$ cat config.mk
export PLATFORM = sky130hd
export DESIGN_NAME = parity_check_stream
export DESIGN_NICKNAME = d
export VERILOG_FILES = /design/src/rtl/parity_pkg.sv /design/src/rtl/parity_reduce.sv /design/src/rtl/parity_check_stream.sv
export SDC_FILE = /design/constraint.sdc
export NUM_CORES = 1
export LEC_CHECK = 0
export BUFFER_PORTS_ARGS = -buffer_cell sky130_fd_sc_hd__clkbuf_2
export CAP_MARGIN = 10
export CELL_PAD_IN_SITES_DETAIL_PLACEMENT = 1
export CELL_PAD_IN_SITES_GLOBAL_PLACEMENT = 1
export CORE_MARGIN = 4
export CORE_UTILIZATION = 40
export CTS_CLUSTER_SIZE = 28
export DETAILED_ROUTE_END_ITERATION = 6
export HOLD_SLACK_MARGIN = 0.02
export PLACE_DENSITY_LB_ADDON = 0.05
export SYNTH_ARGS = -nofsm -noshare
export SYNTH_HDL_FRONTEND = slang
export SYNTH_HIERARCHICAL = 1
export SYNTH_SLANG_ARGS = --single-unit
$ cat constraint.sdc
create_clock -name clk -period 2.1 [get_ports clk]
set_clock_uncertainty 0.15 [all_clocks]
set_input_delay 0.315 -clock clk [delete_from_list [all_inputs] [get_ports clk]]
set_output_delay 0.315 -clock clk [all_outputs]
set_load 0.01 [all_outputs]
$ cat src/rtl/parity_pkg.sv
// ============================================================================
// Module      : parity_pkg
// Description : Shared parity mode encodings and parity-error helpers.
// Revision    : 1.0
// ============================================================================
`default_nettype none

package parity_pkg;

    localparam logic MODE_EVEN = 1'b0;
    localparam logic MODE_ODD  = 1'b1;

    // Widest word the generic helper accepts; narrower words are zero-extended,
    // which leaves the XOR unchanged.
    localparam int PARITY_MAX_W = 64;

    // Error bit from an already-reduced parity value.
    function automatic logic err_from_parity(input logic p, input logic odd_mode);
        return (odd_mode == MODE_ODD) ? ~p : p;
    endfunction

    function automatic logic parity_err(input logic [PARITY_MAX_W-1:0] data,
                                        input logic                    odd_mode);
        return err_from_parity(^data, odd_mode);
    endfunction

endpackage : parity_pkg

`default_nettype wire

$ cat src/rtl/parity_reduce.sv
// ============================================================================
// Module      : parity_reduce
// Description : Combinational XOR reduction of a W-bit word to one bit.
// Revision    : 1.0
// ============================================================================
`default_nettype none

module parity_reduce #(
    parameter int W = 8
) (
    input  logic [W-1:0] data,
    output logic         parity
);

    assign parity = ^data;

endmodule : parity_reduce

`default_nettype wire

$ cat src/rtl/parity_check_stream.sv
// ============================================================================
// Module      : parity_check_stream
// Description : Streaming parity checker with valid/ready handshake, one-deep
//               registered output stage and saturating error statistics.
// Revision    : 1.0
// ============================================================================
`default_nettype none

module parity_check_stream
    import parity_pkg::*;
#(
    parameter int DATA_W = 7,
    parameter int CNT_W  = 16
) (
    input  logic              clk,
    input  logic              rst,
    input  logic              odd_mode,
    input  logic              in_valid,
    output logic              in_ready,
    input  logic [DATA_W:0]   in_data,
    output logic              out_valid,
    input  logic              out_ready,
    output logic [DATA_W-1:0] out_data,
    output logic              out_err,
    input  logic              err_clr,
    output logic              err_sticky,
    output logic [CNT_W-1:0]  err_cnt,
    output logic [CNT_W-1:0]  word_cnt
);

    localparam logic [CNT_W-1:0] CNT_MAX = {CNT_W{1'b1}};
    localparam logic [CNT_W-1:0] CNT_ONE = CNT_W'(1);

    logic             parity;
    logic             word_err;
    logic             take;
    logic [CNT_W-1:0] err_base;
    logic [CNT_W-1:0] err_cnt_nxt;
    logic [CNT_W-1:0] word_cnt_nxt;
    logic             sticky_nxt;

    parity_reduce #(
        .W (DATA_W + 1)
    ) u_reduce (
        .data   (in_data),
        .parity (parity)
    );

    assign word_err = err_from_parity(parity, odd_mode);

    // Output slot frees up in the same cycle it is drained, so a full stream
    // runs without bubbles.
    assign in_ready = !out_valid || out_ready;
    assign take     = in_valid && in_ready;

    always_ff @(posedge clk or posedge rst) begin
        if (rst) begin
            out_valid <= 1'b0;
            out_data  <= '0;
            out_err   <= 1'b0;
        end else if (take) begin
            out_valid <= 1'b1;
            out_data  <= in_data[DATA_W-1:0];
            out_err   <= word_err;
        end else if (out_ready) begin
            out_valid <= 1'b0;
        end
    end

    // Clear is applied first so a same-cycle error is still recorded.
    always_comb begin
        err_base     = err_clr ? '0 : err_cnt;
        err_cnt_nxt  = err_base;
        word_cnt_nxt = word_cnt;
        sticky_nxt   = (err_clr ? 1'b0 : err_sticky) | (take & word_err);
        if (take && word_err && (err_base != CNT_MAX)) begin
            err_cnt_nxt = err_base + CNT_ONE;
        end
        if (take && (word_cnt != CNT_MAX)) begin
            word_cnt_nxt = word_cnt + CNT_ONE;
        end
    end

    always_ff @(posedge clk or posedge rst) begin
        if (rst) begin
            err_cnt    <= '0;
            word_cnt   <= '0;
            err_sticky <= 1'b0;
        end else begin
            err_cnt    <= err_cnt_nxt;
            word_cnt   <= word_cnt_nxt;
            err_sticky <= sticky_nxt;
        end
    end

endmodule : parity_check_stream

`default_nettype wire

# After elaboration in Yosys (flattened, before gate mapping)

Cells that the tools add are included.

Bits in registers: 42
Input bits: 14
Word-level logic and storage cells: 27

$add $sub $neg: 2
Equal/unequal tests: 2
Muxes and demuxes: 6
Bitwise logic cells: 3
Reduce and logical (&&, ||, !) cells: 8

Operator list:

| cell                                          | count |
|---|---|
| adder 16 x 1 -> 16 bit, second input constant | 2 |
| 2-to-1 mux 16 bit                             | 2 |
| inequality test 16 bit, second input constant | 2 |
| parity 8 bit                                  | 1 |
| logical AND 1 bit                             | 4 |
| 2-to-1 mux 1 bit                              | 4 |
| nonzero test 2 bit                            | 1 |
| bitwise AND 1 bit                             | 1 |
| logical NOT 1 bit                             | 1 |
| logical OR 1 bit                              | 1 |
| inverter 1 bit                                | 1 |
| bitwise OR 1 bit                              | 1 |

# Longest topological paths before layout

Word-level depth: 6
Mapped depth: 8
Depth with buffers taken out: 8

# By module

Netlist, hierarchy kept.

Modules (own cells, without submodules):

| module              | instances | cells an instance | area each (µm²) |
|---|---|---|---|
| parity_check_stream | 1         | 178               | 1,994.4 |
| parity_reduce       | 1         | 7                 | 61.3 |

# Least setup slack after synthesis

OpenSTA, ideal clock, no wires.

Kind: input port to flip-flop
Start: in in_data[3]
End: reg err_cnt[12]
Setup time: 0.125 ns
Data arrival time: 2.022 ns
Required time: 1.825 ns
Path slack: -0.196 ns
Cell stages on the path: 8
Cell sequence: xor2_1 xnor2_1 xnor2_1 xor2_1 nand3_4 a211oi_2 and3_1 mux2_2

Cells in the longest elaborated chain, start to end: 6

Ends and longest elaborated chain:

| item                             | line                      | RTL |
|---|---|---|
| from (decl)                      | parity_check_stream.sv:20 | `input logic [DATA_W:0] in_data,` |
| parity 8 bit *                   | parity_reduce.sv:15       | `assign parity = ^data;` |
| via parity                       | parity_check_stream.sv:34 | `logic parity;` |
| inverter 1 bit                   | parity_pkg.sv:19          | `return (odd_mode == MODE_ODD) ? ~p : p;` |
| 2-to-1 mux 1 bit *               | parity_pkg.sv:19          |  |
| logical AND 1 bit * (2 in a row) | parity_check_stream.sv:76 | `if (take && word_err && (err_base != CNT_MAX)) begin` |
| 2-to-1 mux 16 bit *              | parity_check_stream.sv:76 |  |
| via err_cnt_nxt[12]              | parity_check_stream.sv:38 | `logic [CNT_W-1:0] err_cnt_nxt;` |
| to (signal assigned)             | parity_check_stream.sv:90 | `err_cnt <= err_cnt_nxt;` |
| to (decl)                        | parity_check_stream.sv:27 | `output logic [CNT_W-1:0] err_cnt,` |

The timed path passes the listed nets; every way through them passes the cells marked *.
A chain may end at the register's enable or synchronous reset.

# Final worst setup path

Start: in in_data[3]
End: reg err_cnt[11]

Same word-level chain as after synthesis.

==> out/metrics.yaml <==
synth_top_area_cell: "dfrtp_1"
cts-root-buf: "clkbuf_8"
drc: 0
yosys_warnings: 6
utilization_pct: 57.32
crit_chain: "buf_8, xor2_2, xnor2_2, xnor2_1, xor2_1, nand3_4, nor4_4, nand3_1, mux2_4"
synth_seq_cells: 42
r2r_cells: 5
r2r_end: "word_cnt[1]"
p_int_mw: 1.414
layout_common_cells: "clkbuf_2, dfrtp_1, nor2_1"
grtUsageMet3_pct: 4.515
power_switching_mw: 0.7176
netlist_area_mm2: 0.002056
finalSetupViolCount: 0
grt_max_degree: 43
fmax_ghz: 0.4792
cts_tree: "done"
grtUsageMet2_pct: 30.05
nFillCells: 551
max_stage_delay_ns: 0.32
regArea_mm2: 0.001051
synth_flop_cell: "dfrtp_1"
synth_fp_nets: 200
cpMaxStageDelayCell: "mux2_4"
grt_pass1_vias: 1776
hold_ws_ns: 0.1036
crit_start: "in_data[3]"
netlist_instances: 185
place.port_buffers: 56
worstMarginPinSlew_ns: 0.5300
synth.distinct_cells: 41
final_common_cell: "clkbuf_2"
dp_hpwl_mm: 3.704
min_period_over_period_pct: 99.37
finalHoldViolCount: 0
power_frac_comb_pct: 26.5
antenna_cells: 0
post-route-cell-area_mm2: 0.002779
p_per_area_mw_per_mm2: 766.9
hold_start: "in_data[0]"
drive_gt1_share_pct: 41.98
maxCapViolCount: 0
die_x_um: 79.69
grt_pass1_wl_mm: 8.369
seq_power_share_pct: 47.5
reg2reg_from: "word_cnt[3]"
cts_buffers: 5
end_kind: "flip-flop"
p_sw_share_pct: 33.67
peakVddDrop_v: 0.0005081
min_to: "out_data[0]"
first_pass_iters: 3
dp_cells: 319
via_per_inst: 5.088
p_clk_share_pct: 26.0
wl_per_cell_um: 16.26
layout_min_cycle_time_ns: 2.087
core-area_mm2: 0.004848
ys_seq_area_share_pct: 51.13
ant_nets: 0
grt_setup_unrepaired: "yes"
clock-sinks: 42
holdPathStages: 2
row_count: 25
wl_mm: 5.349
drv_slew: 0
synth_edf_count: 0
async_reset_ff_share_pct: 100.0
drtIter0Drc: 60
cp.depth: 9
crit_type: "in2reg"
rrSetupSlack_ns: 0.10
leakage_nw: 1.379
die-area_mm2: 0.006351
start_util_pct: 42.40
gp_congestion: 0.7937
yosysTopAreaCellShare_pct: 51.13
placed_cell_area_mm2: 0.002522
grt_util_met1_pct: 19.35
max-slew-margin-rel_pct: 64.67
arrival_ns: 2.13
grt_overflow: 0
vias: 1674
grt_antenna_before_repair: 0
critPathLaunchType: "input port"
grtUsageTotal_pct: 16.64
status: "finished clean"
clock_path_buffers: 2
busiest_layer: "met2"
clock_latency_ns: 0.31
synth_area_per_cell_um2: 11.11
cp_max_fo: 5
die_h_um: 79.69
crit_family: "XOR/XNOR gates"
boundaryPins: 57
clkSlewWorstSetupHoldPaths_ns: 0.09
htree_levels: 2
instances_no_fill: 329
setup_tns_ns: 0
hold_path.class: "in2reg"
cp_data_required_time_ns: 2.14
area_growth_pct: 35.18
nNetsFinal: 276
crit_buf_inv: 1
synth_area_leaders: "dfrtp_1, xor2_1, xnor2_1"
multi_input_area_mm2: 0.001054
==> cell type report <==
class,instances,share of cell area (%)
multi-input cells,132,37.91
flip-flops and latches,42,37.82
repair buffers,72,16.79
well taps,67,3.017
clock buffers,5,2.476
inverters,8,1.081
clock inverters,3,0.9005
==> state kept, by name, indices dropped and copies added, names as in the netlist <==
register	flops
out_err	1
word_cnt	16
err_cnt	16
out_valid	1
err_sticky	1
out_data	7
==> worst reg2reg max path, cell delays in order (launching register included) <==
cell and delay (ns):
dfrtp_1 0.45, and4_1 0.31, nand3_1 0.15, o311ai_4 0.34
buf_12 0.16, mux2_2 0.33
==> metal layers <==
metal  vias up  share of wire [%]
met4         0               0.97
met2        34                 52
li1        792                  -
met5         -                  0
met3         6                4.4
met1       842                 42
==> per-stage QoR <==
step	setup slack [ns]	power, mW
2_1_floorplan	-0.08039	1.292
3_3_place_gp	-0.2387	1.521
3_5_place_dp	-0.3047	1.555
4_1_cts	0.01547	2.115
5_1_grt	-0.08007	2.269
6_report	0.01315	2.131
==> cell usage after synthesis (2+ instances only) <==
| library cell | number |
|---|---|
| nor3_1 | 6 |
| nand3_1 | 11 |
| xnor2_1 | 12 |
| dfrtp_1 | 42 |
| and3_2 | 2 |
| xor2_1 | 13 |
| nor2b_1 | 3 |
| a311oi_1 | 3 |
| and3_1 | 5 |
| nand2_1 | 15 |
| and4_1 | 2 |
| mux2_1 | 2 |
| nor2_1 | 17 |
| mux2_2 | 9 |
| buf_2 | 2 |
| inv_1 | 7 |
| a31oi_1 | 2 |
| nand2b_1 | 2 |
| a21oi_1 | 6 |
| nand3_4 | 3 |
==> power by group through the flow <==
stage	Sequential [mW]	Clock [mW]	Combinational [mW]
3_3_place_gp	1.01	0	0.510
2_1_floorplan	1.06	0	0.233
5_1_grt	1.03	0.616	0.621
6_report	1.01	0.554	0.566
4_1_cts	1.01	0.573	0.533
3_5_place_dp	1.02	0	0.531
==> worst max-delay path by stage <==
stage	slack (ns)	end
after global routing	-0.08	err_cnt[13]
after CTS	0.02	err_cnt[11]
after global placement	-0.24	err_cnt[13]
final	0.01	err_cnt[11]
after detailed placement	-0.30	err_cnt[11]
after floorplan	-0.08	err_cnt[12]
==> cells by family after synthesis <==
family                     share of synthesized area, %
and+or+nand+nor                                   20.94
xor gates and xnor gates                          10.65
DFF                                               51.13
muxes                                             6.513
buffers and inverters                             2.130
AOI/OAI and AO/OA                                 8.035
adders and majority gates                        0.6085
==> what timing repair did <==
action	4_1_cts	5_1_grt
resized for setup	0	30
hold buffers	1	0
endpoints found under the hold margin	42	0
setup buffers	0	1
endpoints found under the setup margin	0	7
No activity file was read; power rests on OpenSTA's default activity.
